## config.mk

```make
export PLATFORM = sky130hd
export DESIGN_NAME = multicycle_controller
export DESIGN_NICKNAME = d
export VERILOG_FILES = /design/src/rtl/multicycle_controller.sv
export SDC_FILE = /design/constraint.sdc
export NUM_CORES = 1
export LEC_CHECK = 0
export CAP_MARGIN = 40
export CORE_UTILIZATION = 36
export CTS_CLUSTER_DIAMETER = 100
export DETAILED_ROUTE_END_ITERATION = 10
export PLACE_DENSITY_LB_ADDON = 0.05
export SLEW_MARGIN = 20
export SYNTH_ARGS = -nofsm -noshare
export SYNTH_HDL_FRONTEND = slang
export SYNTH_SLANG_ARGS = --single-unit
```

## constraint.sdc

```tcl
create_clock -name clk -period 2.2 [get_ports clk]
set_clock_uncertainty 0.1 [all_clocks]
set_input_delay 0.66 -clock clk [delete_from_list [all_inputs] [get_ports clk]]
set_output_delay 0.66 -clock clk [all_outputs]
set_load 0.005 [all_outputs]
```

## src/rtl/multicycle_controller.sv

```systemverilog
// -----------------------------------------------------------------------------
// multicycle_controller
//
// Moore-style control FSM for a multicycle MIPS-like datapath. Each state
// decodes a fixed set of datapath controls. irwrite, pcen and memwrite are
// also gated by the memory handshake and the ALU flags, so the datapath only
// commits a fetch, branch or store in the cycle it actually completes.
//
// Parameters
//   USE_READY  1: FETCH/MEMRD/MEMWR wait for mem_ready
//              0: mem_ready is treated as constant 1 (single-cycle memory)
//
// Ports
//   clk         single clock, rising edge
//   reset       asynchronous active-low reset
//   op, funct   instruction fields from the instruction register
//   zero, ltez  ALU result flags (result == 0, result <= 0)
//   mem_ready   memory access completes this cycle
//   iord .. alusrca          1-bit datapath controls
//   alusrcb, pcsrc           ALU B / next-PC mux selects
//   alucontrol               ALU operation code
//   state                    current FSM state code
//   illegal_op               one-cycle pulse on unsupported op or funct
// -----------------------------------------------------------------------------
module multicycle_controller #(
    parameter bit USE_READY = 1'b1
) (
    input  logic       clk,
    input  logic       reset,
    input  logic [5:0] op,
    input  logic [5:0] funct,
    input  logic       zero,
    input  logic       ltez,
    input  logic       mem_ready,
    output logic       iord,
    output logic       memwrite,
    output logic       irwrite,
    output logic       pcen,
    output logic       regdst,
    output logic       memtoreg,
    output logic       regwrite,
    output logic       alusrca,
    output logic [2:0] alusrcb,
    output logic [1:0] pcsrc,
    output logic [3:0] alucontrol,
    output logic [3:0] state,
    output logic       illegal_op
);

    typedef enum logic [3:0] {
        FETCH   = 4'd0,
        DECODE  = 4'd1,
        MEMADR  = 4'd2,
        MEMRD   = 4'd3,
        MEMWB   = 4'd4,
        MEMWR   = 4'd5,
        RTYPEEX = 4'd6,
        RTYPEWB = 4'd7,
        BEQEX   = 4'd8,
        ADDIEX  = 4'd9,
        IWB     = 4'd10,
        JEX     = 4'd11,
        LUIEX   = 4'd12,
        BLEZEX  = 4'd13
    } state_t;

    localparam logic [5:0] OP_LW   = 6'b100011;
    localparam logic [5:0] OP_SW   = 6'b101011;
    localparam logic [5:0] OP_R    = 6'b000000;
    localparam logic [5:0] OP_BEQ  = 6'b000100;
    localparam logic [5:0] OP_ADDI = 6'b001000;
    localparam logic [5:0] OP_J    = 6'b000010;
    localparam logic [5:0] OP_LUI  = 6'b001111;
    localparam logic [5:0] OP_BLEZ = 6'b000110;

    localparam logic [5:0] FN_ADD = 6'b100000;
    localparam logic [5:0] FN_SUB = 6'b100010;
    localparam logic [5:0] FN_AND = 6'b100100;
    localparam logic [5:0] FN_OR  = 6'b100101;
    localparam logic [5:0] FN_SLT = 6'b101010;
    localparam logic [5:0] FN_SLL = 6'b000000;
    localparam logic [5:0] FN_SRL = 6'b000010;

    localparam logic [3:0] ALU_AND = 4'b0000;
    localparam logic [3:0] ALU_OR  = 4'b0001;
    localparam logic [3:0] ALU_ADD = 4'b0010;
    localparam logic [3:0] ALU_SLL = 4'b0011;
    localparam logic [3:0] ALU_SRL = 4'b0100;
    localparam logic [3:0] ALU_SUB = 4'b0110;
    localparam logic [3:0] ALU_SLT = 4'b0111;

    state_t state_q, state_d;
    logic   ready;

    // With USE_READY=0 every memory state completes in one cycle.
    assign ready = USE_READY ? mem_ready : 1'b1;
    assign state = state_q;

    // NOTE: sequential state uses non-blocking assignments so every flop
    // samples pre-edge values; the async reset drops straight to FETCH,
    // abandoning any instruction in flight.
    always_ff @(posedge clk or negedge reset) begin
        if (!reset) begin
            state_q <= FETCH;
        end else begin
            state_q <= state_d;
        end
    end

    // NOTE: every output and state_d gets a default before the case so no
    // path leaves a signal unassigned (which would infer a latch).
    always_comb begin
        state_d    = state_q;
        iord       = 1'b0;
        memwrite   = 1'b0;
        irwrite    = 1'b0;
        pcen       = 1'b0;
        regdst     = 1'b0;
        memtoreg   = 1'b0;
        regwrite   = 1'b0;
        alusrca    = 1'b0;
        alusrcb    = 3'b000;
        pcsrc      = 2'b00;
        alucontrol = ALU_ADD;
        illegal_op = 1'b0;

        unique case (state_q)
            FETCH: begin
                alusrcb = 3'b001;
                if (ready) begin
                    // Gated by reset so nothing commits while reset is held.
                    irwrite = reset;
                    pcen    = reset;
                    state_d = DECODE;
                end
            end
            DECODE: begin
                alusrcb = 3'b011;
                case (op)
                    OP_LW, OP_SW: state_d = MEMADR;
                    OP_R:         state_d = RTYPEEX;
                    OP_BEQ:       state_d = BEQEX;
                    OP_ADDI:      state_d = ADDIEX;
                    OP_J:         state_d = JEX;
                    OP_LUI:       state_d = LUIEX;
                    OP_BLEZ:      state_d = BLEZEX;
                    default: begin
                        illegal_op = 1'b1;
                        state_d    = FETCH;
                    end
                endcase
            end
            MEMADR: begin
                alusrca = 1'b1;
                alusrcb = 3'b010;
                state_d = (op == OP_LW) ? MEMRD : MEMWR;
            end
            MEMRD: begin
                iord = 1'b1;
                if (ready) state_d = MEMWB;
            end
            MEMWB: begin
                memtoreg = 1'b1;
                regwrite = 1'b1;
                state_d  = FETCH;
            end
            MEMWR: begin
                iord     = 1'b1;
                memwrite = ready;
                if (ready) state_d = FETCH;
            end
            RTYPEEX: begin
                alusrca = 1'b1;
                state_d = RTYPEWB;
                case (funct)
                    FN_ADD: alucontrol = ALU_ADD;
                    FN_SUB: alucontrol = ALU_SUB;
                    FN_AND: alucontrol = ALU_AND;
                    FN_OR:  alucontrol = ALU_OR;
                    FN_SLT: alucontrol = ALU_SLT;
                    FN_SLL: alucontrol = ALU_SLL;
                    FN_SRL: alucontrol = ALU_SRL;
                    default: begin
                        // Unknown funct: skip writeback entirely.
                        illegal_op = 1'b1;
                        state_d    = FETCH;
                    end
                endcase
            end
            RTYPEWB: begin
                regdst   = 1'b1;
                regwrite = 1'b1;
                state_d  = FETCH;
            end
            BEQEX: begin
                alusrca    = 1'b1;
                alucontrol = ALU_SUB;
                pcsrc      = 2'b01;
                pcen       = zero;
                state_d    = FETCH;
            end
            BLEZEX: begin
                alusrca    = 1'b1;
                alucontrol = ALU_SUB;
                pcsrc      = 2'b01;
                pcen       = ltez;
                state_d    = FETCH;
            end
            ADDIEX: begin
                alusrca = 1'b1;
                alusrcb = 3'b010;
                state_d = IWB;
            end
            LUIEX: begin
                // {imm,16'h0} OR rs, with rs=$0 by convention.
                alusrca    = 1'b1;
                alusrcb    = 3'b100;
                alucontrol = ALU_OR;
                state_d    = IWB;
            end
            IWB: begin
                regwrite = 1'b1;
                state_d  = FETCH;
            end
            JEX: begin
                pcsrc   = 2'b10;
                pcen    = 1'b1;
                state_d = FETCH;
            end
            default: begin
                // Unused codes 14/15: everything off, recover to FETCH.
                alucontrol = 4'b0000;
                state_d    = FETCH;
            end
        endcase
    end

endmodule

```

==> results of run 1 <==
-- kinds of logic after synthesis --
logic type	count (synthesis)	share of synthesized area [%]
AO/OA/AOI/OAI	39	32.3
XOR/XNOR	2	2.16
buffers and inverters	12	7.56
flip-flops	4	12.3
other	1	0.463
AND/OR/NAND/NOR	65	45.2
-- report_power, final --
part           switching, mW  total (mW)  internal [mW]
Combinational          0.463        1.06          0.597
Sequential            0.0330       0.135          0.102
Clock                 0.0262      0.0869         0.0607
-- cell type report --
class	count	area (um^2)	share of cell area (%)
clock buffer	3	22.5	1.27
tap	27	33.8	1.90
sequential	4	105	5.91
multi-input combinational	107	842	47.4
inverter	1	3.75	0.211
timing repair buffer	94	771	43.3
-- metal layers --
metal	vias up	wire length, um	global-route usage [%]
met5	-	0	0
met2	46	1840	55.0
li1	627	-	-
met1	611	1330	30.2
met3	12	109	2.16
met4	0	84	8.10
-- timing repair --
action / in CTS / in global routing
pin swaps: 19 / 16
gates resized for setup: 123 / 44
setup endpoints to repair: 20 / 19
setup buffers: 10 / 6
-- Yosys cell counts, drive strengths merged (2+ instances only) --
library cell / number / area share (%)
nand2: 12 / 5.6
a21o: 2 / 1.9
nor2: 9 / 4.2
nor3b: 3 / 2.8
a21oi: 13 / 8.0
nor3: 8 / 4.9
dfrtp: 4 / 12
and3: 4 / 3.1
buf: 5 / 4.3
nand3: 2 / 1.2
clkbuf: 6 / 2.8
or2: 2 / 1.5
nor2b: 6 / 4.6
or3: 4 / 3.1
o31ai: 2 / 1.9
o211ai: 3 / 2.8
o21ai: 7 / 4.3
nand2b: 6 / 4.6
o21bai: 2 / 1.9
-- metrics by stage --
stage,hold WS [ps],setup TNS (ps),util [%]
global placement,648,-7560,74.2
CTS,196,-2270,81.4
finish,210,-1140,87.1
global route,212,-1430,87.1
floorplan,264,-216,-
detailed placement,640,-7900,74.2
-- path summary, 6_finish.rpt --
kind	to	cells after the start	start	slack, ps
hold reg to reg	state[3]	2	state[1]	540
setup reg to reg	state[0]	6	state[0]	450
min in group clk	state[3]	2	state[1]	540
hold / removal	state[2]	2	reset	210
setup / recovery	alucontrol[0]	7	funct[5]	-400
max in group asynchronous	state[3]	2	reset	1680
-- critical path, delay by kind of cell --
| kind | cells | cell delay, ps |
|---|---|---|
| buf+inv | 2 | 210 |
| simple gates | 2 | 530 |
| compound gates | 3 | 450 |
==> results.ini, run 1 <==
[yosys]
syn_nets=140
syn_inst=123
yosys_warnings=0
ys_ff_latch=4
netlist_area_um2=811
synth_cell_types=45
avgSynthCellArea_um2=6.59
ys_seq_area_share_pct=12.3
async_reset_ff_share_pct=100
synth_edf_count=0
synthFlopType=dfrtp_1

[status]
status=complete, but fails checks
violations=negative setup slack

[routing]
drtIter0Drc=43
post-route-drc-count=0
final_antenna_net_count=0
drtPass1Iterations=4
num_vias=1296
wl_per_cell_um=14.3
vias_per_cell=5.49
wl_um=3370

[critical_path]
critical-path-slowest-cell=or3_4
cp.required_ps=1440
start_kind=input pin
crit_path_end_kind=primary output
critPathArrivalTime_ps=1840
path_cells=buf_8 > or3_4 > a211oi_2 > a41oi_1 > o31ai_1 > and2_1 > buf_2
cp_max_fo=3
path_class=input pin to primary output
cpPeakStageDelay_ps=380

[finish]
diodes=0
nets=228
largest_reg_flops=4
n_fill_cell=111
drive_gt1_share_pct=59.3
syn_to_final_growth_pct=119
final_cell_mix=44 x buf_4, 16 x buf_2, 15 x buf_6
final_common_cell=buf_4
fin_cells=236
final_area_mm2=0.00178

[power]
ir_drop_uv=505
p_leak_nw=0.849
finalPower_mw=1.28
p_per_area_mw_per_mm2=721

[clock_network]
cts_sinks=4
h-tree-depth=1
clk_latency_ps=230
cts_buffers=3
cts_hold_buffers=0
clk_pin_slew_ps=40
cts_tree=done
cts-root-buf=clkbuf_4
clk_path_buf_depth=2

[sta]
worst_slack_ps=-403
period_share_pct=118
rsz0062_at_grt=true
period_needed_ps=2600
fmax_ghz=0.384
setup_violations=5
hold_viol=0
slew_violations=0

[floorplan]
die_h_um=49.5
core_area_mm2=0.00204
fp-row-count=16
ios=39
die_area_mm2=0.00245
die_x_um=49.5
initial_utilization_pct=39.7

[placement]
dp_hpwl_um=2180
portBuffers=37
gp_congestion=0.837
place_ws_ps=-1140
placed_cell_area_mm2=0.00152
dp.cells=219

[grt]
grt_usage_pct=27.6
gr-total-overflow=0
grt_start_max_net_pins=17
first_global_vias=1291
antenna_found_initial=0
grt_pass1_wl_um=5400

[job]
drv_cap=0

[hold_path]
hold_class=input pin to async pin

(Power assumes the default switching activity.)
==> run 2, diff against run 1 <==
SETUP_SLACK_MARGIN = 0.05   (was unset)
==> run 2 against run 1 <==
Effect of this change:
- the run still ends with negative setup slack left
- wire length up 9.4%
- sequential share of layout area up 0.090 points
- worst setup slack worse by 55 ps
- utilization down 2.3 points
- largest power group unchanged
- highest routed layer unchanged
==> results.ini, run 2 (synthesis gave the netlist of run 1 again) <==
[status]
status=complete, but fails checks
violations=negative setup slack

[finish]
diodes=0
largest_reg_flops=4
nets=226
final_area_mm2=0.00173
final_common_cell=buf_4
syn_to_final_growth_pct=113
multi_input_area_um2=813
n_fill_cell=122
final_cell_mix=41 x buf_4, 19 x buf_6, 16 x buf_2
register_area_um2=104
drive_gt1_share_pct=57.5

[sta]
setup_violations=7
slew_violations=0
worst_slack_ps=-458
hold_viol=0
rsz0062_at_grt=true
period_needed_ps=2660
fmax_ghz=0.376
period_share_pct=121

[grt]
antenna_found_initial=0
first_global_vias=1221
gr-total-overflow=0
grt_start_max_net_pins=15
grt_usage_pct=29.2
grt_pass1_wl_um=5540

[placement]
place_ws_ps=-1160
gp_congestion=0.850
placed_cell_area_mm2=0.00151
portBuffers=37
dp_hpwl_um=2250

[floorplan]
initial_utilization_pct=39.7
core_area_mm2=0.00204
die_x_um=49.5
ios=39
die_h_um=49.5
die_area_mm2=0.00245
fp-row-count=16

[routing]
wl_per_cell_um=15.7
drtPass1Iterations=4
vias_per_cell=5.68
post-route-drc-count=0
final_antenna_net_count=0
drtIter0Drc=41
wl_um=3680
num_vias=1329

[critical_path]
cpPeakStageDelay_ps=380
start_kind=input pin
crit_path_end_kind=primary output
reg2reg_slack_ps=450
cp_max_fo=2
cp.required_ps=1440
path_cells=buf_6 > or3_4 > a211oi_2 > a41oi_1 > o31ai_1 > and2_1 > buf_2
critPathArrivalTime_ps=1900
critical-path-slowest-cell=or3_4
path_class=input pin to primary output

[clock_network]
cts_sinks=4
clk_path_buf_depth=2
clk_latency_ps=240
h-tree-depth=1
cts-root-buf=clkbuf_4
cts_tree=done
clk_pin_slew_ps=40
cts_buffers=3

[job]
drv_cap=0

[hold_path]
hold_class=input pin to async pin

[power]
ir_drop_uv=450
p_per_area_mw_per_mm2=702
p_leak_nw=0.821

==> run 2: power breakdown <==
part | switching, mW | total [mW] | internal [mW]
registers | 0.0333 | 0.134 | 0.100
logic | 0.455 | 0.989 | 0.534
clock network | 0.0315 | 0.0926 | 0.0611
==> run 2: worst max-delay path, delay by kind of cell <==
family          cells  cell delay [ps]
simple gates        2              540
buf+inv             2              200
compound gates      3              500
==> run 2: final timing paths <==
path                                       to      from  cells after the start
worst max-delay path            alucontrol[0]  funct[2]                      7
worst min-delay path                 state[2]     reset                      2
worst max register to register       state[0]  state[0]                      6
worst min register to register       state[1]  state[2]                      2
max in group asynchronous            state[3]     reset                      2
min in group clk                     state[1]  state[2]                      2
==> run 2: cell type report <==
type                    instances  share of cell area (%)
repair buffers                 92                    43.5
well taps                      27                    1.95
clock buffers                   3                    1.30
inverters                       1                   0.217
multi-input cells             107                    47.0
flip-flops and latches          4                    6.00
==> run 2: layer usage <==
metal / up-vias / track usage, % / part of all wire [%]
met1: 626 / 32.3 / 39
met4: 0 / 10.0 / 2.3
li1: 621 / - / -
met3: 14 / 2.78 / 4.6
met5: - / 0 / 0
met2: 68 / 56.8 / 54
==> run 2: repair_timing <==
action	in CTS	in global routing
pin swaps	23	13
endpoints found under the hold margin	0	0
gates resized for setup	139	28
setup buffers	9	3
endpoints found under the setup margin	21	17
hold buffers	0	0
==> run 2: stage by stage <==
| stage | setup TNS (ps) | power, mW | hold slack [ps] | utilization [%] | std cells |
|---|---|---|---|---|---|
| global placement | -7420 | 0.940 | 608 | 74.0 | 220 |
| CTS | -1810 | 1.10 | 191 | 80.3 | 232 |
| finish | -1690 | 1.21 | 193 | 84.7 | 234 |
| detailed placement | -7800 | 0.950 | 612 | 74.0 | 220 |
| floorplan | -216 | 0.482 | 264 | - | 123 |
| global route | -2160 | 1.28 | 194 | 84.7 | 234 |
